--- src/rtl/arbiter_pkg.sv ---
// Shared types and helpers for the rotating-priority router output arbiter.
// Port-index constants name the inputs of the 5-port mesh router.
package arbiter_pkg;

  localparam int MAX_PORTS = 16;

  localparam int P_L = 0;
  localparam int P_N = 1;
  localparam int P_E = 2;
  localparam int P_W = 3;
  localparam int P_S = 4;

  typedef enum logic {
    ST_IDLE = 1'b0,
    ST_BUSY = 1'b1
  } arb_state_e;

  // Width of a port index; never below 1 so a 2-port arbiter still has a bit.
  function automatic int port_idx_w(input int n);
    return (n > 2) ? $clog2(n) : 1;
  endfunction

  function automatic logic [MAX_PORTS-1:0] onehot(input logic [3:0] idx);
    logic [MAX_PORTS-1:0] v;
    v = '0;
    v[idx] = 1'b1;
    return v;
  endfunction

endpackage

--- src/rtl/rr_pick.sv ---
// Rotating-priority encoder: first set bit of vec scanning start, start+1, ...
// modulo N. Purely combinational.
module rr_pick
  import arbiter_pkg::*;
#(
  parameter int N = 5,
  parameter int W = port_idx_w(N)
) (
  input  logic [N-1:0] vec,
  input  logic [W-1:0] start,
  output logic [W-1:0] idx,
  output logic         found
);

  logic [W:0]   pos;
  logic [W-1:0] p;

  always_comb begin
    idx   = '0;
    found = 1'b0;
    pos   = '0;
    p     = '0;
    for (int i = 0; i < N; i++) begin
      // Wrap explicitly so non-power-of-2 N stays inside 0..N-1.
      pos = {1'b0, start} + (W+1)'(i);
      if (pos >= (W+1)'(N)) pos = pos - (W+1)'(N);
      p = pos[W-1:0];
      if (!found && vec[p]) begin
        found = 1'b1;
        idx   = p;
      end
    end
  end

endmodule

--- src/rtl/arbiter_rr_param.sv ---
// Router output arbiter: NUM_PORTS requesters onto one crossbar output with the
// RTS/DCTS handshake, rotating or sticky priority and optional packet lock.
module arbiter_rr_param
  import arbiter_pkg::*;
#(
  parameter int NUM_PORTS = 5,
  parameter bit STICKY    = 1'b1,
  parameter bit LOCK      = 1'b0
) (
  input  logic                 clk,
  input  logic                 rst,
  input  logic [NUM_PORTS-1:0] req,
  input  logic [NUM_PORTS-1:0] tail,
  input  logic                 dcts,
  output logic [NUM_PORTS-1:0] grant,
  output logic [NUM_PORTS-1:0] xbar_sel,
  output logic                 rts
);

  localparam int PORT_IDX_W = port_idx_w(NUM_PORTS);
  localparam logic [PORT_IDX_W-1:0] LAST_IDX = PORT_IDX_W'(NUM_PORTS - 1);

  // Handshake: a flit moves on an edge where rts=1 and dcts=1; grant marks
  // that cycle combinationally, and rts drops for one cycle afterwards.

  arb_state_e            state_q, state_d;
  logic [PORT_IDX_W-1:0] cur_q, cur_d;
  logic [PORT_IDX_W-1:0] last_q, last_d;
  logic                  rts_q, rts_d;

  logic [PORT_IDX_W-1:0] pick_start;
  logic [PORT_IDX_W-1:0] pick_idx;
  logic                  pick_found;
  logic [NUM_PORTS-1:0]  cur_onehot;

  function automatic logic [PORT_IDX_W-1:0] wrap_inc(input logic [PORT_IDX_W-1:0] x);
    return (x == LAST_IDX) ? '0 : x + 1'b1;
  endfunction

  always_comb begin
    pick_start = wrap_inc(last_q);
    if (state_q == ST_BUSY) begin
      if (STICKY) pick_start = cur_q;
      else        pick_start = wrap_inc(cur_q);
    end
  end

  rr_pick #(
    .N (NUM_PORTS),
    .W (PORT_IDX_W)
  ) u_pick (
    .vec   (req),
    .start (pick_start),
    .idx   (pick_idx),
    .found (pick_found)
  );

  always_comb begin
    state_d = state_q;
    cur_d   = cur_q;
    last_d  = last_q;
    rts_d   = rts_q;
    if (state_q == ST_IDLE) begin
      if (|req) begin
        state_d = ST_BUSY;
        cur_d   = pick_idx;
        rts_d   = 1'b1;
      end
    end else if (!rts_q) begin
      rts_d = 1'b1;
    end else if (dcts) begin
      last_d = cur_q;
      rts_d  = 1'b0;
      // Mid-packet under lock the holder keeps the output whatever req says.
      if (!(LOCK && !tail[cur_q])) begin
        if (pick_found) cur_d   = pick_idx;
        else            state_d = ST_IDLE;
      end
    end
  end

  always_ff @(posedge clk or posedge rst) begin
    if (rst) begin
      state_q <= ST_IDLE;
      cur_q   <= '0;
      last_q  <= LAST_IDX;
      rts_q   <= 1'b0;
    end else begin
      state_q <= state_d;
      cur_q   <= cur_d;
      last_q  <= last_d;
      rts_q   <= rts_d;
    end
  end

  assign cur_onehot = NUM_PORTS'(onehot(4'(cur_q)));
  assign xbar_sel   = (state_q == ST_BUSY) ? cur_onehot : '0;
  assign grant      = xbar_sel & {NUM_PORTS{rts_q & dcts}};
  assign rts        = rts_q;

endmodule
--- config.mk ---
export PLATFORM = sky130hd
export DESIGN_NAME = arbiter_rr_param
export DESIGN_NICKNAME = d
export VERILOG_FILES = /design/src/rtl/arbiter_pkg.sv /design/src/rtl/rr_pick.sv /design/src/rtl/arbiter_rr_param.sv
export SDC_FILE = /design/constraint.sdc
export NUM_CORES = 1
export LEC_CHECK = 0
export ABC_AREA = 1
export CORE_MARGIN = 2
export CORE_UTILIZATION = 54
export CTS_CLUSTER_DIAMETER = 80
export DETAILED_ROUTE_END_ITERATION = 8
export PLACE_DENSITY = 0.81
export SLEW_MARGIN = 0
export SYNTH_ARGS = -nofsm -noshare
export SYNTH_HDL_FRONTEND = slang
export SYNTH_SLANG_ARGS = --single-unit
--- constraint.sdc ---
create_clock -name clk -period 3.9 [get_ports clk]
set_input_delay 0.39 -clock clk [delete_from_list [all_inputs] [get_ports clk]]
set_output_delay 0.39 -clock clk [all_outputs]
set_load 0.05 [all_outputs]
Yosys cells after proc, flatten, opt, wreduce, memory -nomap -nowiden
Index checks and enable logic that the tools add are counted.
{"block": "op_classes", "bitwise": 2, "mux": 44, "n_lt_le_gt_ge": 12, "n_eq_ne": 4, "n_reduce_logical": 13, "addsub": 10}
{"op": "$mux W3", "n": 17}
{"op": "$lt A3 B4 Y1 const B", "n": 5}
{"op": "$mux W1", "n": 20}
{"op": "$ge A4 B3 Y1 const B", "n": 4}
{"op": "$bmux W1 S3", "n": 5}
{"op": "$sub A3 B3 Y3 const B", "n": 5}
{"op": "$add A3 B2 Y4 const B", "n": 2}
{"op": "$and A5 B5 Y5", "n": 1}
{"op": "$logic_and A1 B1 Y1", "n": 5}
{"op": "$lt A3 B5 Y1 const B", "n": 1}
{"op": "$mux W5", "n": 1}
{"op": "$reduce_or A5 Y1", "n": 1}
{"op": "$add A3 B1 Y4 const B", "n": 1}
{"op": "$add A3 B3 Y4 const B", "n": 1}
{"op": "$logic_not A1 Y1", "n": 4}
{"op": "$ne A2 B1 Y1 const B", "n": 2}
{"op": "$reduce_and A4 Y1", "n": 1}
{"op": "$add A3 B1 Y3 const B", "n": 1}
{"op": "$demux W1 S3", "n": 1}
{"op": "$eq A3 B3 Y1 const B", "n": 1}
{"op": "$ge A3 B1 Y1 const B", "n": 1}
{"op": "$ge A3 B3 Y1 const B", "n": 1}
{"op": "$reduce_and A3 Y1", "n": 1}
{"op": "$ne A2 B2 Y1 const B", "n": 1}
{"op": "2 further kinds", "n": 2}
{"block": "totals", "out_inout_bits": 11, "regBits": 8, "elab_cells": 89, "inputBits": 13}

Logic depth before layout (Yosys ltp)
{"block": "logic_depth", "ltp_word": 24, "mapped_depth": 24, "depth_no_buf": 24}

Modules after synthesis
A second synthesis with hierarchy kept.
{"block": "hier_totals", "cells_unflattened": 228, "hier_area_um2": 1421.4}
{"mod": "rr_pick", "instances": 1, "area_per_inst_um2": 919.6, "cells_each": 161}
{"mod": "arbiter_rr_param", "instances": 1, "area_per_inst_um2": 501.7, "cells_each": 67}

Worst setup path before layout
OpenSTA, ideal clock, no wires.
{"block": "synth_path", "path_kind": "register -> register", "startpoint": "register last_q[0]", "endpoint": "register cur_q[1]", "path_buffers": 0, "arrival_ns": 3.064, "slack_ns": 0.718, "stages_incl_launch_ff": 24, "setup_ns": 0.117, "t_required_ns": 3.783, "cell_sequence": "dfrtp_1 inv_1 ha_1 nand2_2 nand3_1 nand2_1 ha_1 inv_1 fa_1 a21oi_1 xor2_2 nand2_1 o21ai_0 inv_1 o21ai_1 nand2_1 nand2_2 nor2_8 nand3_2 nand2_1 nand2_2 nand2_2 nand2_1 nand2_1"}
{"block": "synth_via", "elab_chain_cells": 24, "elab_cells_between_ends": 58, "classes_between": "add/sub: 10; order compare: 5; eq/ne: 2; mux: 32; reduce/logical: 9"}
{"item": "start: declaration", "line_no": "arbiter_rr_param.sv:28", "source": "logic [PORT_IDX_W-1:0] last_q, last_d;"}
{"item": "start signal: assignment", "line_no": "arbiter_rr_param.sv:91", "source": "last_q <= last_d;"}
{"item": "$add A3 B1 Y3 / $eq A3 B3 Y1 (equally long branches)", "line_no": "arbiter_rr_param.sv:37", "source": "return (x == LAST_IDX) ? '0 : x + 1'b1;"}
{"item": "$mux W3 (*)", "line_no": "arbiter_rr_param.sv:37"}
{"item": "$mux W3 (*)", "line_no": "arbiter_rr_param.sv:42", "source": "if (state_q == ST_BUSY) begin"}
{"item": "branches (longest 21 deep; another with $add A3 B1 Y4)"}
{"item": "end signal: assignment", "line_no": "arbiter_rr_param.sv:90", "source": "cur_q <= cur_d;"}
{"item": "end: declaration", "line_no": "arbiter_rr_param.sv:27", "source": "logic [PORT_IDX_W-1:0] cur_q, cur_d;"}
Mark *: on every way between the ends. The select of a mux whose other input is x is not followed.
A chain may end at the register's enable or synchronous reset.

Final worst setup path
{"block": "layout_path", "startpoint": "register last_q[0]", "endpoint": "register cur_q[2]"}
Same word-level chain as after synthesis.

==> impl_metrics.csv <==
group,metric,value,unit
placed_design,dpl_cell_area,0.001683,mm²
layout,antennaDiodeCount,0,
clock_network,cts_buffers,3,
clock_network,hold_buffers,0,
critical_path,slowest_stage,"dfrtp_1",
placed_design,portBuffers,18,
logic_synthesis,ys_seq_area_frac,0.1368,
layout,utilization,0.6776,
drt,ant_nets,0,
clock_network,cts_tree,"done",
layout,layout-drive-gt1-share,0.1357,
grt,grt_max_degree,13,
clock_network,clock_path_buffers,2,
drt,drc,0,
drt,routed_via_density,5.389,
clock_network,clk_latency,0.27,ns
placed_design,place_congestion,0.8498,
grt,overflow,0,
grt,grt_pass1_vias,1503,
run,cap_violations,0,
critical_path,worstRegToRegCells,20,
logic_synthesis,post_synth_inst_count,237,
grt,grt_pass1_wl,6320,µm
critical_path,path_class,"flop to flop",
outcome,status,"completed",
critical_path,regToRegStartpoint,"last_q[0]",
critical_path,critPathLaunchType,"flop",
logic_synthesis,yosys_register_bits,8,
clock_network,clkSinkCount,8,
drt,wire_per_inst,12.63,µm
grt,grt_antenna_before_repair,0,
sta,tns,0,ns
floorplan,io_pins,24,
critical_path,crit_arrival,3.66,ns
layout,nFillCells,251,
sta,rsz0062_at_grt,"false",
layout,instances_no_fill,288,
sta,finalSetupViolCount,0,
critical_path,worst_r2r_endpoint,"cur_q[2]",
floorplan,die-area,0.003161,mm²
layout,final_common_cell,"nand2_1",
layout,final_cell_mix,"58 x nand2_1, 36 x nand3_1, 32 x inv_1",
sta,skew,0.004630,ns
floorplan,rows,18,
floorplan,initial_core_util,0.5838,
logic_synthesis,synth_area,0.001473,mm²
layout,nets,284,
sta,min_period,3.504,ns
placed_design,placed_cells,284,
critical_path,max_stage_delay,0.42,ns
drt,vias,1552,
drt,drtPass1Iterations,4,
critical_path,critPathCaptureType,"flop",
sta,slew_violations,0,
min_path,hp-class,"input pin to asynchronous set/reset pin",
sta,maxSlewHeadroom,0.6559,
drt,wirelength,3638,µm
logic_synthesis,synth_area_per_cell,6.214,µm²
critical_path,r2r_slack,0.40,ns
critical_path,crit_end,"cur_q[2]",
drt,drt_iter0_drc,64,
critical_path,worst-path-max-fanout,7,
sta,worstMarginPinSlew,0.5108,ns
floorplan,die_h,56.22,µm
critical_path,crit_path_cell_trace,"inv_1, ha_1, nand2_2, a21oi_4, ha_1, inv_1, fa_1, a21oi_1, xor2_2, nand2_1, o211ai_1, o21ai_1, nand2_1, nand2_2, nor2_8, nand3_2, nand2_1, nand2_2, nand3_1, nand2_1",
clock_network,clkTransAtPathRegs,0.06,ns
clock_network,cts_setup_buffers,0,
sta,hold_viol,0,
critical_path,cpMostUsedCell,"nand2_1",
floorplan,chipWidth,56.22,µm
sta,finalCritPeriodShare,0.8985,
grt,grtUsageTotal,0.2481,
critical_path,required,4.06,ns
placed_design,hpwl,2969,µm
clock_network,ctsResizeCount,0,
critical_path,critPathLaunch,"last_q[0]",
logic_synthesis,ys_warn_count,0,
layout,area_growth_syn_to_layout,16.06,%
floorplan,core,0.002522,mm²
clock_network,cts_root_buffer,"clkbuf_4",
layout,fin_area,0.001709,mm²
clock_network,h-tree-depth,1,
logic_synthesis,synth_nets,262,
logic_synthesis,yosysUniqueCellTypes,32,
sta,fmax,285.4,MHz
## state kept, by name, summed over array words and instances (netlist names)
signal	cells
cur_q	3
last_q	3
rts	1
state_q	1
## worst min-delay path by stage
stage / depth (start not counted) / start / end
global placement: 2 / last_q[2] / last_q[2]
floorplan: 1 / rst / cur_q[0]
CTS: 2 / rst / state_q
global route: 2 / rst / state_q
finish: 2 / rst / state_q
detailed placement: 2 / last_q[2] / last_q[2]
## stage by stage
stage	hold WS [ns]	setup slack (ns)
2_1_floorplan	0.2049	0.7185
3_3_place_gp	0.5107	0.4864
3_5_place_dp	0.5101	0.4310
4_1_cts	0.3699	0.4186
5_1_grt	0.4108	0.08552
6_report	0.3635	0.3957
## Yosys cell counts
library cell  count  share of area
nand2_1          58           0.15
nand3_1          36           0.12
inv_1            32          0.082
nor2_1           20          0.051
ha_1             11          0.093
nand2_2          11          0.047
dfrtp_1           7           0.12
o21ai_0           7          0.024
o21ai_1           6          0.020
nor3_1            5          0.017
nand2_4           4          0.031
nand3_2           4          0.027
nand3b_1          4          0.020
nand4_1           4          0.017
o211ai_1          4          0.020
a21oi_1           3          0.010
a21oi_4           2          0.022
inv_2             2         0.0051
o21ai_2           2          0.012
or2_2             2         0.0085
xor2_1            2          0.012
buf_6             1         0.0076
clkbuf_1          1         0.0025
dfstp_2           1          0.018
fa_1              1          0.014
nor2_4            1         0.0076
nor2_8            1          0.014
nor4_1            1         0.0043
o22ai_1           1         0.0043
o31ai_1           1         0.0051
or2_1             1         0.0043
xor2_2            1          0.011
## kinds of logic after synthesis
logic type | synth area share
simple gates | 0.5183
compound gates | 0.1181
buf+inv | 0.09686
flops | 0.1368
xor+xnor | 0.02294
fa+ha+maj | 0.1071
## critical path, delay by kind of cell (launching register included)
kind                     cells  cell delay (ns)
buffers and inverters        2             0.15
AO/OA/AOI/OAI                4             0.81
AND/OR/NAND/NOR             10             0.93
XOR/XNOR                     1             0.31
adder cells (fa/ha/maj)      3             0.77
flip-flops                   1             0.42
## metal layers
| metal | track usage | vias to the layer above | wire length (µm) |
|---|---|---|---|
| met3 | 0.03488 | 11 | 162 |
| met4 | 0.1088 | 0 | 89 |
| met2 | 0.4555 | 49 | 1764 |
| met1 | 0.2809 | 676 | 1622 |
| li1 | - | 816 | - |
| met5 | 0 | - | 0 |
## layout make-up
type | count | area (µm²) | share of cell area
multi-input combinational | 193 | 1129 | 0.6603
sequential | 8 | 201.4 | 0.1179
timing repair buffer | 19 | 187.7 | 0.1098
inverter | 34 | 127.6 | 0.07467
tap | 30 | 37.54 | 0.02196
clock buffer | 4 | 26.28 | 0.01537
Power is not shown: default switching activity piles up to over one toggle a cycle in this logic, so the estimate is an artifact.
